<file path="config.mk">
export PLATFORM = sky130hd
export DESIGN_NAME = time_set_ctrl
export DESIGN_NICKNAME = d
export VERILOG_FILES = /design/src/rtl/time_set_pkg.sv /design/src/rtl/sw_debounce.sv /design/src/rtl/time_set_ctrl.sv
export SDC_FILE = /design/constraint.sdc
export NUM_CORES = 1
export LEC_CHECK = 0
export CORE_ASPECT_RATIO = 0.8
export CORE_UTILIZATION = 43
export CTS_BUF_LIST = sky130_fd_sc_hd__clkbuf_4 sky130_fd_sc_hd__clkbuf_8
export DETAILED_ROUTE_END_ITERATION = 12
export SYNTH_ARGS = -nofsm -noshare
export SYNTH_HDL_FRONTEND = slang
export SYNTH_SLANG_ARGS = --single-unit
</file>
<file path="constraint.sdc">
create_clock -name clk -period 4.3 [get_ports clk]
set_input_delay 0.86 -clock clk [delete_from_list [all_inputs] [get_ports clk]]
set_output_delay 0.86 -clock clk [all_outputs]
set_load 0.05 [all_outputs]
</file>
<file path="src/rtl/time_set_pkg.sv">
// -----------------------------------------------------------------------------
// time_set_pkg
//   Shared definitions for the front-panel time/date setting controller:
//   button indices, edit-field and FSM state encodings, legal field ranges,
//   the bin_time packing order and the calendar/step helper functions.
// -----------------------------------------------------------------------------
package time_set_pkg;

    // Button bit positions inside sw_in.
    localparam int NUM_BTN  = 4;
    localparam int BTN_MODE = 0;
    localparam int BTN_NEXT = 1;
    localparam int BTN_INC  = 2;
    localparam int BTN_DEC  = 3;

    // Field encoding as exported on field_sel.
    typedef enum logic [2:0] {
        FIELD_YEAR  = 3'd0,
        FIELD_MONTH = 3'd1,
        FIELD_DAY   = 3'd2,
        FIELD_HOUR  = 3'd3,
        FIELD_MIN   = 3'd4,
        FIELD_SEC   = 3'd5
    } field_e;

    // Edit states are laid out so that (state - 1) is the field being edited.
    typedef enum logic [2:0] {
        IDLE       = 3'd0,
        EDIT_YEAR  = 3'd1,
        EDIT_MONTH = 3'd2,
        EDIT_DAY   = 3'd3,
        EDIT_HOUR  = 3'd4,
        EDIT_MIN   = 3'd5,
        EDIT_SEC   = 3'd6,
        COMMIT     = 3'd7
    } state_e;

    // Legal ranges; the day maximum depends on month/year (days_in_month).
    localparam logic [7:0] YEAR_MIN  = 8'd0;
    localparam logic [7:0] YEAR_MAX  = 8'd99;
    localparam logic [7:0] MONTH_MIN = 8'd1;
    localparam logic [7:0] MONTH_MAX = 8'd12;
    localparam logic [7:0] DAY_MIN   = 8'd1;
    localparam logic [7:0] HOUR_MIN  = 8'd0;
    localparam logic [7:0] HOUR_MAX  = 8'd23;
    localparam logic [7:0] MIN_MIN   = 8'd0;
    localparam logic [7:0] MIN_MAX   = 8'd59;
    localparam logic [7:0] SEC_MIN   = 8'd0;
    localparam logic [7:0] SEC_MAX   = 8'd59;

    // Packing order of bin_time: year in the top byte, second in the bottom.
    typedef struct packed {
        logic [7:0] year;
        logic [7:0] month;
        logic [7:0] day;
        logic [7:0] hour;
        logic [7:0] minute;
        logic [7:0] second;
    } date_time_t;

    localparam int DATE_TIME_W = $bits(date_time_t);

    localparam date_time_t RESET_TIME = '{
        year:   8'd0,
        month:  8'd1,
        day:    8'd1,
        hour:   8'd0,
        minute: 8'd0,
        second: 8'd0
    };

    // Two-digit year: every year divisible by 4 is treated as a leap year.
    function automatic logic [7:0] days_in_month(input logic [7:0] month,
                                                 input logic [7:0] year);
        case (month)
            8'd2:                    return ((year % 8'd4) == 8'd0) ? 8'd29 : 8'd28;
            8'd4, 8'd6, 8'd9, 8'd11: return 8'd30;
            default:                 return 8'd31;
        endcase
    endfunction

    // One step up or down inside [lo, hi], wrapping at both ends.
    function automatic logic [7:0] wrap_step(input logic [7:0] value,
                                             input logic [7:0] lo,
                                             input logic [7:0] hi,
                                             input logic       up);
        if (up) return (value >= hi) ? lo : value + 8'd1;
        else    return (value <= lo) ? hi : value - 8'd1;
    endfunction

    // Step one field of a date/time, then clamp the day to the length of the
    // (possibly new) month so a month/year edit never leaves an illegal date.
    function automatic date_time_t apply_step(input date_time_t t,
                                              input field_e     field,
                                              input logic       up);
        date_time_t r;
        logic [7:0] dim;
        r = t;
        case (field)
            FIELD_YEAR:  r.year   = wrap_step(t.year,   YEAR_MIN,  YEAR_MAX,  up);
            FIELD_MONTH: r.month  = wrap_step(t.month,  MONTH_MIN, MONTH_MAX, up);
            FIELD_DAY:   r.day    = wrap_step(t.day,    DAY_MIN,
                                              days_in_month(t.month, t.year), up);
            FIELD_HOUR:  r.hour   = wrap_step(t.hour,   HOUR_MIN,  HOUR_MAX,  up);
            FIELD_MIN:   r.minute = wrap_step(t.minute, MIN_MIN,   MIN_MAX,   up);
            FIELD_SEC:   r.second = wrap_step(t.second, SEC_MIN,   SEC_MAX,   up);
            default:     ;
        endcase
        dim = days_in_month(r.month, r.year);
        if (r.day > dim) r.day = dim;
        return r;
    endfunction

endpackage

</file>
<file path="src/rtl/sw_debounce.sv">
// -----------------------------------------------------------------------------
// sw_debounce
//   One push-button conditioner: 2-flop synchronizer, stability counter that
//   accepts a new level only after DEBOUNCE_MS*CLK_HZ/1000 consecutive cycles
//   of disagreement, and a rising-edge detector giving a 1-cycle press.
//   Latency from a clean input edge to press = 2 (sync) + debounce count.
//
// Ports
//   clk     in  1  system clock
//   rst     in  1  synchronous, active-high reset
//   sw_raw  in  1  raw, asynchronous, bouncing button (active-high)
//   level   out 1  debounced button level
//   press   out 1  one-cycle pulse on each accepted rising edge of level
// -----------------------------------------------------------------------------
module sw_debounce #(
    parameter int CLK_HZ      = 50_000_000,
    parameter int DEBOUNCE_MS = 20
) (
    input  logic clk,
    input  logic rst,
    input  logic sw_raw,
    output logic level,
    output logic press
);

    localparam longint DEB_RAW    = (longint'(DEBOUNCE_MS) * longint'(CLK_HZ)) / 1000;
    localparam int     DEB_CYCLES = (DEB_RAW < 1) ? 1 : int'(DEB_RAW);
    localparam int     CNT_W      = $clog2(DEB_CYCLES + 1);
    localparam logic [CNT_W-1:0] CNT_LAST = CNT_W'(DEB_CYCLES - 1);

    logic [1:0]       sync_ff;
    logic [CNT_W-1:0] stable_cnt;
    logic             level_q;

    // NOTE: sequential state uses non-blocking assignments so every flop samples
    // the pre-edge values of the others (the synchronizer depends on this).
    always_ff @(posedge clk) begin
        if (rst) begin
            sync_ff    <= 2'b00;
            stable_cnt <= '0;
            level      <= 1'b0;
            level_q    <= 1'b0;
        end else begin
            sync_ff <= {sync_ff[0], sw_raw};
            level_q <= level;
            // Any sample that agrees with the accepted level restarts the count,
            // so a glitch shorter than the window never flips the output.
            if (sync_ff[1] == level) begin
                stable_cnt <= '0;
            end else if (stable_cnt == CNT_LAST) begin
                level      <= sync_ff[1];
                stable_cnt <= '0;
            end else begin
                stable_cnt <= stable_cnt + CNT_W'(1);
            end
        end
    end

    assign press = level & ~level_q;

endmodule

</file>
<file path="src/rtl/time_set_ctrl.sv">
// -----------------------------------------------------------------------------
// time_set_ctrl
//   Front-panel time/date setting controller feeding watch_date. Debounces the
//   four buttons, edits a shadow copy of the live date/time field by field and
//   commits it with a one-cycle set_time strobe. Edit state is exported so the
//   display can highlight and blink the selected field.
//
//   Build option: define TSC_AUTOREPEAT_EN to make a held INC/DEC repeat every
//   100 ms after 500 ms. Without it each press is exactly one step.
//
// Ports
//   clk          in   1   system clock
//   rst          in   1   synchronous, active-high reset
//   en_1hz       in   1   one-cycle 1 Hz enable
//   sw_in        in   4   raw buttons, active-high: [0]=MODE [1]=NEXT [2]=INC [3]=DEC
//   cur_year     in   8   live year 0..99
//   cur_month    in   8   live month 1..12
//   cur_day      in   8   live day 1..31
//   cur_hour     in   8   live hour 0..23
//   cur_minute   in   8   live minute 0..59
//   cur_second   in   8   live second 0..59
//   set_time     out  1   one-cycle commit strobe
//   bin_time     out  48  {year,month,day,hour,minute,second}, held between commits
//   edit_active  out  1   high while editing a field
//   field_sel    out  3   field being edited (0=year..5=sec), 0 when idle
//   blink        out  1   toggles on en_1hz while editing, 0 when idle
// -----------------------------------------------------------------------------
module time_set_ctrl #(
    parameter int CLK_HZ      = 50_000_000,
    parameter int DEBOUNCE_MS = 20,
    parameter int TIMEOUT_S   = 30
) (
    input  logic        clk,
    input  logic        rst,
    input  logic        en_1hz,
    input  logic [3:0]  sw_in,
    input  logic [7:0]  cur_year,
    input  logic [7:0]  cur_month,
    input  logic [7:0]  cur_day,
    input  logic [7:0]  cur_hour,
    input  logic [7:0]  cur_minute,
    input  logic [7:0]  cur_second,
    output logic        set_time,
    output logic [47:0] bin_time,
    output logic        edit_active,
    output logic [2:0]  field_sel,
    output logic        blink
);

    import time_set_pkg::*;

    localparam int TO_W = $clog2(TIMEOUT_S + 1);
    localparam logic [TO_W-1:0] TO_LAST = TO_W'(TIMEOUT_S - 1);

    // ---------------------------------------------------------------- buttons
    logic [NUM_BTN-1:0] btn_level;
    logic [NUM_BTN-1:0] btn_press;
    logic               level_unused;

    for (genvar i = 0; i < NUM_BTN; i++) begin : g_debounce
        sw_debounce #(
            .CLK_HZ      (CLK_HZ),
            .DEBOUNCE_MS (DEBOUNCE_MS)
        ) u_debounce (
            .clk    (clk),
            .rst    (rst),
            .sw_raw (sw_in[i]),
            .level  (btn_level[i]),
            .press  (btn_press[i])
        );
    end

    // Button levels only matter to the auto-repeat logic; this sink keeps the
    // default build free of dangling nets.
    assign level_unused = ^btn_level;

    logic mode_press;
    logic next_press;
    logic inc_step;
    logic dec_step;
    logic any_press;

    assign mode_press = btn_press[BTN_MODE];
    assign next_press = btn_press[BTN_NEXT];

`ifdef TSC_AUTOREPEAT_EN
    localparam int RPT_DELAY  = (CLK_HZ / 2 < 2) ? 2 : CLK_HZ / 2;
    localparam int RPT_PERIOD = (CLK_HZ / 10 < 1) ? 1 : CLK_HZ / 10;
    localparam int RPT_W      = $clog2(RPT_DELAY + 1);

    logic             rpt_held;
    logic             rpt_fire;
    logic [RPT_W-1:0] rpt_cnt;

    // Exactly one of INC/DEC held; both held is a no-op anyway.
    assign rpt_held = btn_level[BTN_INC] ^ btn_level[BTN_DEC];
    // The count starts at 0 on the press cycle, so the first repeat lands once
    // the button has been held RPT_DELAY cycles, then every RPT_PERIOD cycles.
    assign rpt_fire = rpt_held && (rpt_cnt == RPT_W'(RPT_DELAY - 1));

    always_ff @(posedge clk) begin
        if (rst || !rpt_held) begin
            rpt_cnt <= '0;
        end else if (rpt_fire) begin
            rpt_cnt <= RPT_W'(RPT_DELAY - RPT_PERIOD);
        end else begin
            rpt_cnt <= rpt_cnt + RPT_W'(1);
        end
    end

    assign inc_step = btn_press[BTN_INC] | (rpt_fire & btn_level[BTN_INC]);
    assign dec_step = btn_press[BTN_DEC] | (rpt_fire & btn_level[BTN_DEC]);
`else
    assign inc_step = btn_press[BTN_INC];
    assign dec_step = btn_press[BTN_DEC];
`endif

    // Repeats count as presses so a held button keeps the edit alive.
    assign any_press = mode_press | next_press | inc_step | dec_step;

    // -------------------------------------------------------------- edit FSM
    state_e          state_q,  state_d;
    date_time_t      shadow_q, shadow_d;
    date_time_t      bin_q;
    date_time_t      live_time;
    logic [TO_W-1:0] to_cnt_q, to_cnt_d;
    logic            blink_q,  blink_d;
    logic            load_bin;
    logic            editing;
    field_e          cur_field;

    assign live_time = '{
        year:   cur_year,
        month:  cur_month,
        day:    cur_day,
        hour:   cur_hour,
        minute: cur_minute,
        second: cur_second
    };

    assign editing   = (state_q != IDLE) && (state_q != COMMIT);
    assign cur_field = field_e'(state_q - 3'd1);

    always_comb begin
        // NOTE: every output of this block is defaulted first so no path leaves
        // it unassigned, which would otherwise infer a latch.
        state_d  = state_q;
        shadow_d = shadow_q;
        to_cnt_d = to_cnt_q;
        blink_d  = blink_q;
        load_bin = 1'b0;

        case (state_q)
            IDLE: begin
                blink_d = 1'b0;
                if (mode_press) begin
                    state_d  = EDIT_YEAR;
                    shadow_d = live_time;
                    to_cnt_d = '0;
                end
            end

            COMMIT: begin
                state_d = IDLE;
                blink_d = 1'b0;
            end

            default: begin
                if (en_1hz) blink_d = ~blink_q;

                // MODE beats NEXT beats INC/DEC; INC+DEC together cancel.
                if (mode_press) begin
                    state_d  = COMMIT;
                    load_bin = 1'b1;
                    blink_d  = 1'b0;
                end else if (next_press) begin
                    state_d = (state_q == EDIT_SEC) ? EDIT_YEAR : state_e'(state_q + 3'd1);
                end else if (inc_step ^ dec_step) begin
                    shadow_d = apply_step(shadow_q, cur_field, inc_step);
                end

                // A press in the same cycle as the final second keeps the edit.
                if (any_press) begin
                    to_cnt_d = '0;
                end else if (en_1hz) begin
                    if (to_cnt_q == TO_LAST) begin
                        state_d  = IDLE;
                        shadow_d = RESET_TIME;
                        to_cnt_d = '0;
                        blink_d  = 1'b0;
                    end else begin
                        to_cnt_d = to_cnt_q + TO_W'(1);
                    end
                end
            end
        endcase
    end

    always_ff @(posedge clk) begin
        if (rst) begin
            state_q  <= IDLE;
            shadow_q <= RESET_TIME;
            bin_q    <= RESET_TIME;
            to_cnt_q <= '0;
            blink_q  <= 1'b0;
        end else begin
            state_q  <= state_d;
            shadow_q <= shadow_d;
            to_cnt_q <= to_cnt_d;
            blink_q  <= blink_d;
            // Loaded on entry to COMMIT so bin_time is valid during set_time.
            if (load_bin) bin_q <= shadow_q;
        end
    end

    // ---------------------------------------------------------------- outputs
    assign set_time    = (state_q == COMMIT);
    assign bin_time    = bin_q;
    assign edit_active = editing;
    assign field_sel   = editing ? (state_q - 3'd1) : 3'd0;
    assign blink       = blink_q;

endmodule
</file>
==> results.cfg <==
[global_route]
grt_pass1_wl_um = 49200
antenna_found_initial = 0
grt_max_degree = 65
grt_overflow = 0
grt_pass1_vias = 9266
grt_usage = 0.228

[clock_network]
cts_setup_buffers = 0
clock_path_buffers = 3
cts_root_buf = clkbuf_8
clk_latency_ns = 0.54
cts_sinks = 201
cts_resized = 0
cts_inserted_buffers = 36
clk_pin_slew_ns = 0.06
cts_max_level = 2
cts_hold_buf = 0
cts_tree = done

[timing]
fin_skew_ns = 0.0321
finalSetupViolCount = 0
final-hold-violation-count = 0
fin_setup_tns_ns = 0
post-route-period-util = 0.920
worst_pin_slew_ns = 1.08
finalCriticalPeriod_ns = 3.96
drv_slew = 0
rsz0062_at_grt = false
slew_headroom = 0.278
fin_ws_ns = 0.342
fmax_mhz = 253

[setup_path]
reg2regPathDepth = 15
cp_data_required_time_ns = 4.74
rrSetupSlack_ns = 0.34
r2r-start = state_q[0]
reg2reg_to = shadow_q[24]
critical_path_class = register to register
worstSetupStartpointType = register
endpoint_kind = register
path_max_fanout = 8
arrival_ns = 4.39
startpoint = state_q[0]

[layout]
drive_above_1_share = 0.0733
fillers = 2504
finalNonFillerCells = 1838
final_util = 0.521
finalNetCount = 1581
synthToLayoutAreaGrowth_pct = 19.2
antennaDiodeCount = 0
design_area_um2 = 13100

[detailed_routing]
drc = 0
wire_per_inst_um = 16.6
dr.pass1.iters = 5
wl_met1_um = 15800
wl_met2_um = 12100
ant_nets = 0
num_vias = 10400
routed_via_density = 5.65
totalWireLength_um = 30500
dr_wl_met3_um = 2100
highest_layer = met4
drt_iter0_drc = 1146

[placement]
portBuffers = 108
place_inst = 1775
gp_congestion = 0.938
place_area_um2 = 12300
dp_hpwl_um = 20800
pre_cts_ws_ns = 0.352

[logic_synthesis]
syn_area_per_cell_um2 = 7.78
synthFlopType = dfxtp_1
ys_warn_count = 0
async_flop_share = 0
synth.area.top_cells = dfxtp_1 (36%), nand2_1 (6.4%), nor2_1 (5.7%)
yosysMostFrequentCell = dfxtp_1
ys_ff_latch = 201
synth.largest_area_cell = dfxtp_1
syn-num-nets = 1510
ys_seq_area_frac = 0.365
synth-edff-count = 0
synthCells = 1418
synth_common_cells = dfxtp_1 (201), nand2_1 (187), nor2_1 (168)
syn-cell-area_um2 = 11000
synth_cell_type_count = 74
synth_top_area_frac = 0.365

[hold_path]
min_path_type = register to register
holdCritStartpoint = g_debounce[0].u_debounce.sync_ff[0]
hold_depth = 1
whs_endpoint = g_debounce[0].u_debounce.sync_ff[1]

[power_and_ir_drop]
ir_drop_mv = 0.247
p_leak_nw = 4.57
power.density_nw_per_um2 = 405

[run_status]
status = complete, no violations

[die]
die_h_um = 145
start_util = 0.437
ioPinCount = 109
die_w_um = 181
core_area_um2 = 25200
dieArea_um2 = 26300
num_rows = 52

[job]
drv_cap = 0
[kinds of logic (layout without fill, tap and decap cells)]
kind of cell	Yosys count	after routing	synth area share
XOR/XNOR	86	86	0.0683
AND/OR/NAND/NOR	636	636	0.281
buffers and inverters	125	221	0.0447
AO/OA/AOI/OAI	325	325	0.191
multiplexers	8	8	0.00738
adder cells (fa/ha/maj)	37	37	0.0420
flip-flops	201	201	0.365
[metrics by stage]
stage / hold slack [ns] / power [mW]
final: 0.439 / 5.33
after global routing: 0.463 / 5.61
after CTS: 0.443 / 5.36
after detailed placement: 0.428 / 3.29
after global placement: 0.422 / 3.29
after floorplan: 0.414 / 2.97
[cells in the final DEF, fill, tap and decap left out, types with 19 or more instances in the layout]
master           count
xor2_1              47
nand3_1             57
buf_4               22
clkdlybuf4s50_1    107
xnor2_1             39
and3_1              33
nand2_1            186
o21ai_0             57
ha_1                37
clkbuf_8            46
a21oi_1            111
dfxtp_1            201
nor3_1              47
nand4_1             19
a211oi_1            19
nor2b_1             21
inv_1               29
nor2_1             168
[power by group]
group          total, mW  switching (mW)  leakage (nW)  internal (mW)
combinational       1.19           0.717          2.51          0.475
sequential          2.10           0.166          1.62           1.93
clock               2.03           0.807         0.435           1.23
total               5.33            1.69          4.57           3.64
[state kept, by name (all words and copies together) (netlist names)]
register and flops:
g_debounce.u_debounce.level_q 4, blink 1, state_q 3, g_debounce.u_debounce.level 4, g_debounce.u_debounce.stable_cnt 80, bin_time 48, shadow_q 48, g_debounce.u_debounce.sync_ff 8
to_cnt_q 5
[final cells by class]
cell class / count / area (um2) / area share
clock buffer: 56 / 708 / 0.0539
clock inverter: 7 / 114 / 0.00866
inverter: 29 / 109 / 0.00828
multi-input combinational: 1092 / 6550 / 0.498
sequential: 201 / 4020 / 0.306
tap: 324 / 405 / 0.0308
timing repair buffer: 129 / 1240 / 0.0941
[routing by layer]
metal | track usage | up-vias
met1 | 0.358 | 4794
met2 | 0.309 | 362
met4 | 0.0644 | 0
met3 | 0.0419 | 35
met5 | 0 | -
li1 | - | 5189
[worst max-delay path by stage]
| stage | depth (start not counted) | to |
|---|---|---|
| finish | 15 | shadow_q[24] |
| global route | 15 | shadow_q[24] |
| detailed placement | 18 | shadow_q[24] |
| CTS | 15 | shadow_q[24] |
| global placement | 15 | shadow_q[24] |
| floorplan | 16 | shadow_q[24] |
[worst max-delay path: stages, from the launching register on]
cell,delay [ns]
dfxtp_1,0.47
inv_1,0.15
ha_1,0.24
ha_1,0.33
nor3b_1,0.31
and2_1,0.28
a221oi_1,0.12
o31ai_1,0.38
nand3_1,0.12
nor3_1,0.25
ha_1,0.30
nor2b_1,0.13
o21ai_1,0.21
nor4_4,0.07
o41ai_1,0.32
o21ba_1,0.19
Power figures use the tool's default switching activity.
